File: config.mk
export PLATFORM = sky130hd
export DESIGN_NAME = pipe_stage_buf
export DESIGN_NICKNAME = d
export VERILOG_FILES = /design/src/rtl/cpu_pipe_pkg.sv /design/src/rtl/pipe_stage_buf_fsm.sv /design/src/rtl/pipe_stage_buf.sv
export SDC_FILE = /design/constraint.sdc
export NUM_CORES = 1
export LEC_CHECK = 0
export BUFFER_PORTS_ARGS = -buffer_cell sky130_fd_sc_hd__buf_2
export CORE_MARGIN = 5
export CORE_UTILIZATION = 54
export DETAILED_ROUTE_END_ITERATION = 10
export GPL_ROUTABILITY_DRIVEN = 0
export PLACE_DENSITY = 0.8
export SYNTH_ARGS = -nofsm -noshare
export SYNTH_HDL_FRONTEND = slang
export SYNTH_HIERARCHICAL = 1
export SYNTH_SLANG_ARGS = --single-unit
File: constraint.sdc
create_clock -name clk -period 2.3 [get_ports clk]
set_clock_uncertainty 0.15 [all_clocks]
set_input_delay 0.115 -clock clk [delete_from_list [all_inputs] [get_ports clk]]
set_output_delay 0.115 -clock clk [all_outputs]
set_load 0.01 [all_outputs]
File: src/rtl/cpu_pipe_pkg.sv
// Purpose : shared constants, stage bundle types and skid-buffer state encoding for the CPU pipeline.
// Latency : n/a (types and constants only).
// Backpressure: n/a.
package cpu_pipe_pkg;

   localparam int unsigned PC_W  = 32;
   localparam int unsigned INS_W = 32;

   // All-zero instruction word decodes as a NOP in this pipeline.
   localparam logic [INS_W-1:0] NOP_INS = 32'h0000_0000;

   typedef struct packed {
      logic [PC_W-1:0]  pc;
      logic [INS_W-1:0] ins;
   } if_id_t;

   typedef struct packed {
      logic [PC_W-1:0]  pc;
      logic [INS_W-1:0] ins;
      logic [31:0]      rs1_val;
      logic [31:0]      rs2_val;
   } id_ex_t;

   typedef struct packed {
      logic [PC_W-1:0] pc;
      logic [31:0]     alu_res;
      logic [4:0]      rd;
   } ex_mem_t;

   typedef struct packed {
      logic [PC_W-1:0] pc;
      logic [31:0]     wb_val;
      logic [4:0]      rd;
   } mem_wb_t;

   // Occupancy of the two-entry skid buffer; 2'b11 is unused and recovers to EMPTY.
   typedef enum logic [1:0] {
      EMPTY = 2'b00,
      ONE   = 2'b01,
      TWO   = 2'b10
   } skid_state_t;

endpackage

File: src/rtl/pipe_stage_buf_fsm.sv
// Purpose : occupancy control for the two-entry skid stage; produces in_ready, out_valid and register enables.
// Latency : in_ready and out_valid are decoded from the state register only (no combinational input path).
// Backpressure: in_ready drops when both entries are full; main refills from skid on the next downstream consume.
// Ports   : clk, rst (async active-low), flush, in_valid, out_ready -> in_ready, out_valid,
//           main_load / main_sel_skid (main register enable and source), skid_load (skid register enable).
module pipe_stage_buf_fsm
   import cpu_pipe_pkg::*;
(
   input  logic clk,
   input  logic rst,
   input  logic flush,
   input  logic in_valid,
   input  logic out_ready,
   output logic in_ready,
   output logic out_valid,
   output logic main_load,
   output logic main_sel_skid,
   output logic skid_load
);

   skid_state_t state_q;
   skid_state_t state_d;

   // Decoded so that the unused encoding neither accepts nor presents data.
   assign in_ready  = (state_q == EMPTY) || (state_q == ONE);
   assign out_valid = (state_q == ONE)   || (state_q == TWO);

   always_ff @(posedge clk or negedge rst) begin
      if (!rst) begin
         state_q <= EMPTY;
      end else begin
         state_q <= state_d;
      end
   end

   always_comb begin
      state_d = state_q;
      if (flush) begin
         state_d = EMPTY;
      end else begin
         case (state_q)
            EMPTY: if (in_valid) state_d = ONE;
            ONE: begin
               if (in_valid && !out_ready) begin
                  state_d = TWO;
               end else if (!in_valid && out_ready) begin
                  state_d = EMPTY;
               end
            end
            TWO:     if (out_ready) state_d = ONE;
            default: state_d = EMPTY;
         endcase
      end
   end

   always_comb begin
      main_load     = 1'b0;
      main_sel_skid = 1'b0;
      skid_load     = 1'b0;
      if (!flush) begin
         case (state_q)
            EMPTY: main_load = in_valid;
            ONE: begin
               // Consumed and refilled together: new data goes straight to main.
               main_load = in_valid && out_ready;
               skid_load = in_valid && !out_ready;
            end
            TWO: begin
               // Skid holds the younger entry; promote it when main is consumed.
               main_load     = out_ready;
               main_sel_skid = 1'b1;
            end
            default: ;
         endcase
      end
   end

endmodule

File: src/rtl/pipe_stage_buf.sv
// Purpose : pipeline stage register with valid/ready handshake, flush and optional two-entry skid buffer.
// Latency : one cycle in->out when not stalled; one entry per cycle throughput in both modes.
// Backpressure: SKID=1 registered in_ready (low only when two entries held); SKID=0 in_ready = out_ready || !out_valid.
// Ports   : clk, rst (async active-low), flush, in_valid/in_ready/in_data (upstream),
//           out_valid/out_ready/out_data (downstream; out_data always from the main register).
module pipe_stage_buf
   import cpu_pipe_pkg::*;
#(
   parameter int unsigned      WIDTH     = 64,
   parameter bit               SKID      = 1'b1,
   parameter logic [WIDTH-1:0] RESET_VAL = '0
) (
   input  logic             clk,
   input  logic             rst,
   input  logic             flush,
   input  logic             in_valid,
   output logic             in_ready,
   input  logic [WIDTH-1:0] in_data,
   output logic             out_valid,
   input  logic             out_ready,
   output logic [WIDTH-1:0] out_data
);

   logic [WIDTH-1:0] main_q;

   assign out_data = main_q;

   if (SKID) begin : g_skid
      logic             main_load;
      logic             main_sel_skid;
      logic             skid_load;
      logic [WIDTH-1:0] skid_q;

      pipe_stage_buf_fsm u_fsm (
         .clk           (clk),
         .rst           (rst),
         .flush         (flush),
         .in_valid      (in_valid),
         .out_ready     (out_ready),
         .in_ready      (in_ready),
         .out_valid     (out_valid),
         .main_load     (main_load),
         .main_sel_skid (main_sel_skid),
         .skid_load     (skid_load)
      );

      always_ff @(posedge clk or negedge rst) begin
         if (!rst) begin
            main_q <= RESET_VAL;
            skid_q <= RESET_VAL;
         end else if (flush) begin
            main_q <= RESET_VAL;
            skid_q <= RESET_VAL;
         end else begin
            if (main_load) main_q <= main_sel_skid ? skid_q : in_data;
            if (skid_load) skid_q <= in_data;
         end
      end
   end else begin : g_single
      logic valid_q;

      // Through-path: a consume this cycle frees the single entry for refill.
      assign in_ready  = out_ready || !valid_q;
      assign out_valid = valid_q;

      always_ff @(posedge clk or negedge rst) begin
         if (!rst) begin
            valid_q <= 1'b0;
            main_q  <= RESET_VAL;
         end else if (flush) begin
            valid_q <= 1'b0;
            main_q  <= RESET_VAL;
         end else if (in_valid && in_ready) begin
            valid_q <= 1'b1;
            main_q  <= in_data;
         end else if (valid_q && out_ready) begin
            valid_q <= 1'b0;
         end
      end
   end

endmodule
==> impl_metrics.toml <==
[clock_network]
cts.sinks = 130
cts_root_buf = "clkbuf_8"
clock_path_buffers = 2
clk_pin_slew_ps = 60
clk_latency_ps = 510
htreeDepth = 4
cts-buffers-inserted = 17
cts_tree = "done"

[detailed_routing]
firstDrtPassIters = 4
via_per_inst = 5.503
wl_mm = 15.33
wl_per_cell_um = 17.71
drtIter0Drc = 275
vias = 4766
drc = 0
ant_nets = 0

[sta]
setup_violations = 0
finalMaxSlewViolations = 0
fmax_mhz = 444.7
tightest_slew_ps = 761.9
period_needed_ps = 2249
setup_ws_ps = 51.15
maxSlewHeadroom_pct = 49.21
finalHoldViolCount = 0
fin_crit_sh_pct = 97.78

[synthesis]
ys_ff_latch = 130
synth.avg_cell_area_um2 = 11.57
yosysSeqAreaShare_pct = 54.26
synth_nets = 594
synthDistinctLibCells = 23
synth_area_um2 = 5996
yosys_warnings = 6
synthCells = 518

[layout]
stdcell_count = 866
multiInputGateArea_um2 = 2615
drive_gt1_share_pct = 29.66
final_util_pct = 76.14
syn_to_final_growth_pct = 37.67
register_area_um2 = 3253
fin_nets = 788
nFillCells = 669

[run_status]
run_status = "finished, final reports clean"

[place]
place_ws_ps = 86.55
place_hpwl_mm = 8.972
port_buffers = 134
dp_cells = 762

[power_and_ir_drop]
ir_drop_mv = 0.5543
power.density_nw_per_um2 = 821.3
leakage_nw = 3.662
p_sw_share_pct = 27.69
power_frac_comb_pct = 19.8
seqPwrFrac_pct = 38.7
power_switching_mw = 1.877
intPower_mw = 4.902
p_clk_share_pct = 41.5

[setup_path]
cp_data_arrival_time_ps = 2510
critPathMaxStageDelay_ps = 400
r2r_cells = 8
path_class = "reg2reg"
path_cells = "inv_1 -> ha_2 -> a222oi_1 -> nor3_2 -> buf_4 -> buf_4 -> buf_8 -> a211oi_1"
worstPathMaxFanout = 40
cp_num_buf_inv = 4
cp.required_ps = 2560
rr_endpoint = "out_data[34]"
crit_path_frequent_cell = "buf_4"
crit_slowest_cell = "dfrtp_1"
endpoint_kind = "flip-flop"
ff2ff_setup_slack_ps = 50
r2r-start = "g_skid.u_fsm/state_q[0]"
path_delay_family = "compound AO/OA/AOI/OAI gates"
setup.worst_path.start_class = "flip-flop"

[floorplan]
core_area_um2 = 10840
io_pins = 135
fp-row-count = 38
start_util_pct = 55.31
die_h_um = 115.4
die_w_um = 115.4
die_area_um2 = 13310

[global_routing]
grt_pass1_wl_mm = 24.33
grt_pass1_vias = 5090
grt_max_degree = 81
grt_overflow = 0
grt_antenna_before_repair = 0
grt_util_all_layers_pct = 23.18

[worst_hold_path]
hold_path.class = "in2async"

[flow_run]
drv_cap = 0
-- through the flow --
step / power, mW / setup TNS, ps / hold slack, ps / cell area [um^2]
floorplan: 3.324 / 0 / -330.6 / 5996
global placement: 3.735 / 0 / 75.80 / 6775
detailed placement: 3.784 / 0 / 79.55 / 6775
CTS: 6.695 / 0 / 14.09 / 8080
global route: 7.093 / -248.3 / 36.54 / 8252
finish: 6.779 / 0 / 40.15 / 8254
-- registers in the layout, indices dropped and copies added, names as in the netlist --
register / cells
out_data: 64
g_skid.skid_q: 64
g_skid.u_fsm/state_q: 2
-- synthesized netlist by cell type --
master / count / area, um^2
buf_1: 4 / 15.01
or2_1: 1 / 6.260
inv_1: 3 / 11.26
mux2_4: 1 / 15.01
nand2b_4: 1 / 13.76
mux2i_1: 128 / 1281
a311o_1: 1 / 10.01
nand2b_2: 1 / 8.760
clkbuf_1: 14 / 52.55
nand3_4: 1 / 17.52
a222oi_1: 1 / 10.01
buf_4: 6 / 45.04
nor2b_1: 1 / 6.260
nor3_1: 2 / 10.01
nor2_1: 131 / 491.7
ha_1: 7 / 87.58
buf_6: 1 / 11.26
buf_8: 6 / 90.09
nand2_1: 2 / 7.510
o41ai_2: 1 / 16.27
dfrtp_1: 130 / 3253
buf_2: 11 / 55.05
a211oi_1: 64 / 480.5
-- area by class of cell --
type                    instances  share of cell area, %
flip-flops and latches        130                  39.41
multi-input cells             343                  31.68
repair buffers                217                  19.05
clock buffers                  20                  5.396
clock inverters                12                  2.168
well taps                     140                  2.122
inverters                       3                 0.1364
diodes                          1                0.03032
-- power by group through the flow --
stage / Clock [mW] / Sequential [mW] / Combinational, mW
floorplan: 0 / 2.71 / 0.610
global placement: 0 / 2.64 / 1.09
detailed placement: 0 / 2.65 / 1.13
CTS: 2.85 / 2.62 / 1.23
global route: 2.98 / 2.64 / 1.47
finish: 2.81 / 2.62 / 1.34
-- layout by cell type (no fill, tap or decap), drive strengths merged, types with 2 or more instances in the layout --
| cell | n |
|---|---|
| a211oi | 64 |
| buf | 148 |
| bufinv | 4 |
| clkbuf | 21 |
| clkinv | 3 |
| clkinvlp | 3 |
| dfrtp | 130 |
| dlygate4sd3 | 68 |
| ha | 7 |
| inv | 5 |
| mux2i | 128 |
| nand2 | 2 |
| nand2b | 2 |
| nor2 | 131 |
| nor3 | 2 |
-- cell families (layout without fill, tap and decap cells) --
kind of cell / Yosys count / in the layout / synth area share, %
buffers and inverters: 45 / 252 / 4.674
multiplexers: 129 / 129 / 21.62
flip-flops: 130 / 130 / 54.26
other: 0 / 1 / 0
AO/OA/AOI/OAI: 67 / 67 / 8.619
AND/OR/NAND/NOR: 140 / 140 / 9.370
adder cells (fa/ha/maj): 7 / 7 / 1.461
-- how the worst max path moves through the flow --
stage                            startpoint           end  slack [ps]  cells past startpoint
floorplan           g_skid.u_fsm/state_q[0]  out_data[38]         400                      7
global placement    g_skid.u_fsm/state_q[0]  out_data[58]         200                      7
detailed placement  g_skid.u_fsm/state_q[0]  out_data[51]          90                      7
CTS                 g_skid.u_fsm/state_q[0]  out_data[49]          70                      7
global route        g_skid.u_fsm/state_q[0]   out_data[9]         -60                      8
finish              g_skid.u_fsm/state_q[0]  out_data[34]          50                      8
-- timing repair --
item | CTS | global route
hold endpoints to repair | 206 | 0
hold buffers | 68 | 0
resized for setup | 0 | 31
buffers inserted | 0 | 2
endpoints found under the setup margin | 0 | 42
-- layer usage --
metal / global-route usage, % / up-vias / routed length, um
met1: 29.15 / 2367 / 6330
met3: 5.526 / 29 / 794
li1: - / 2219 / -
met2: 39.20 / 151 / 7970
met4: 8.372 / 0 / 239
met5: 0 / - / 0
Note: power is estimated with default switching activity, not from simulation.
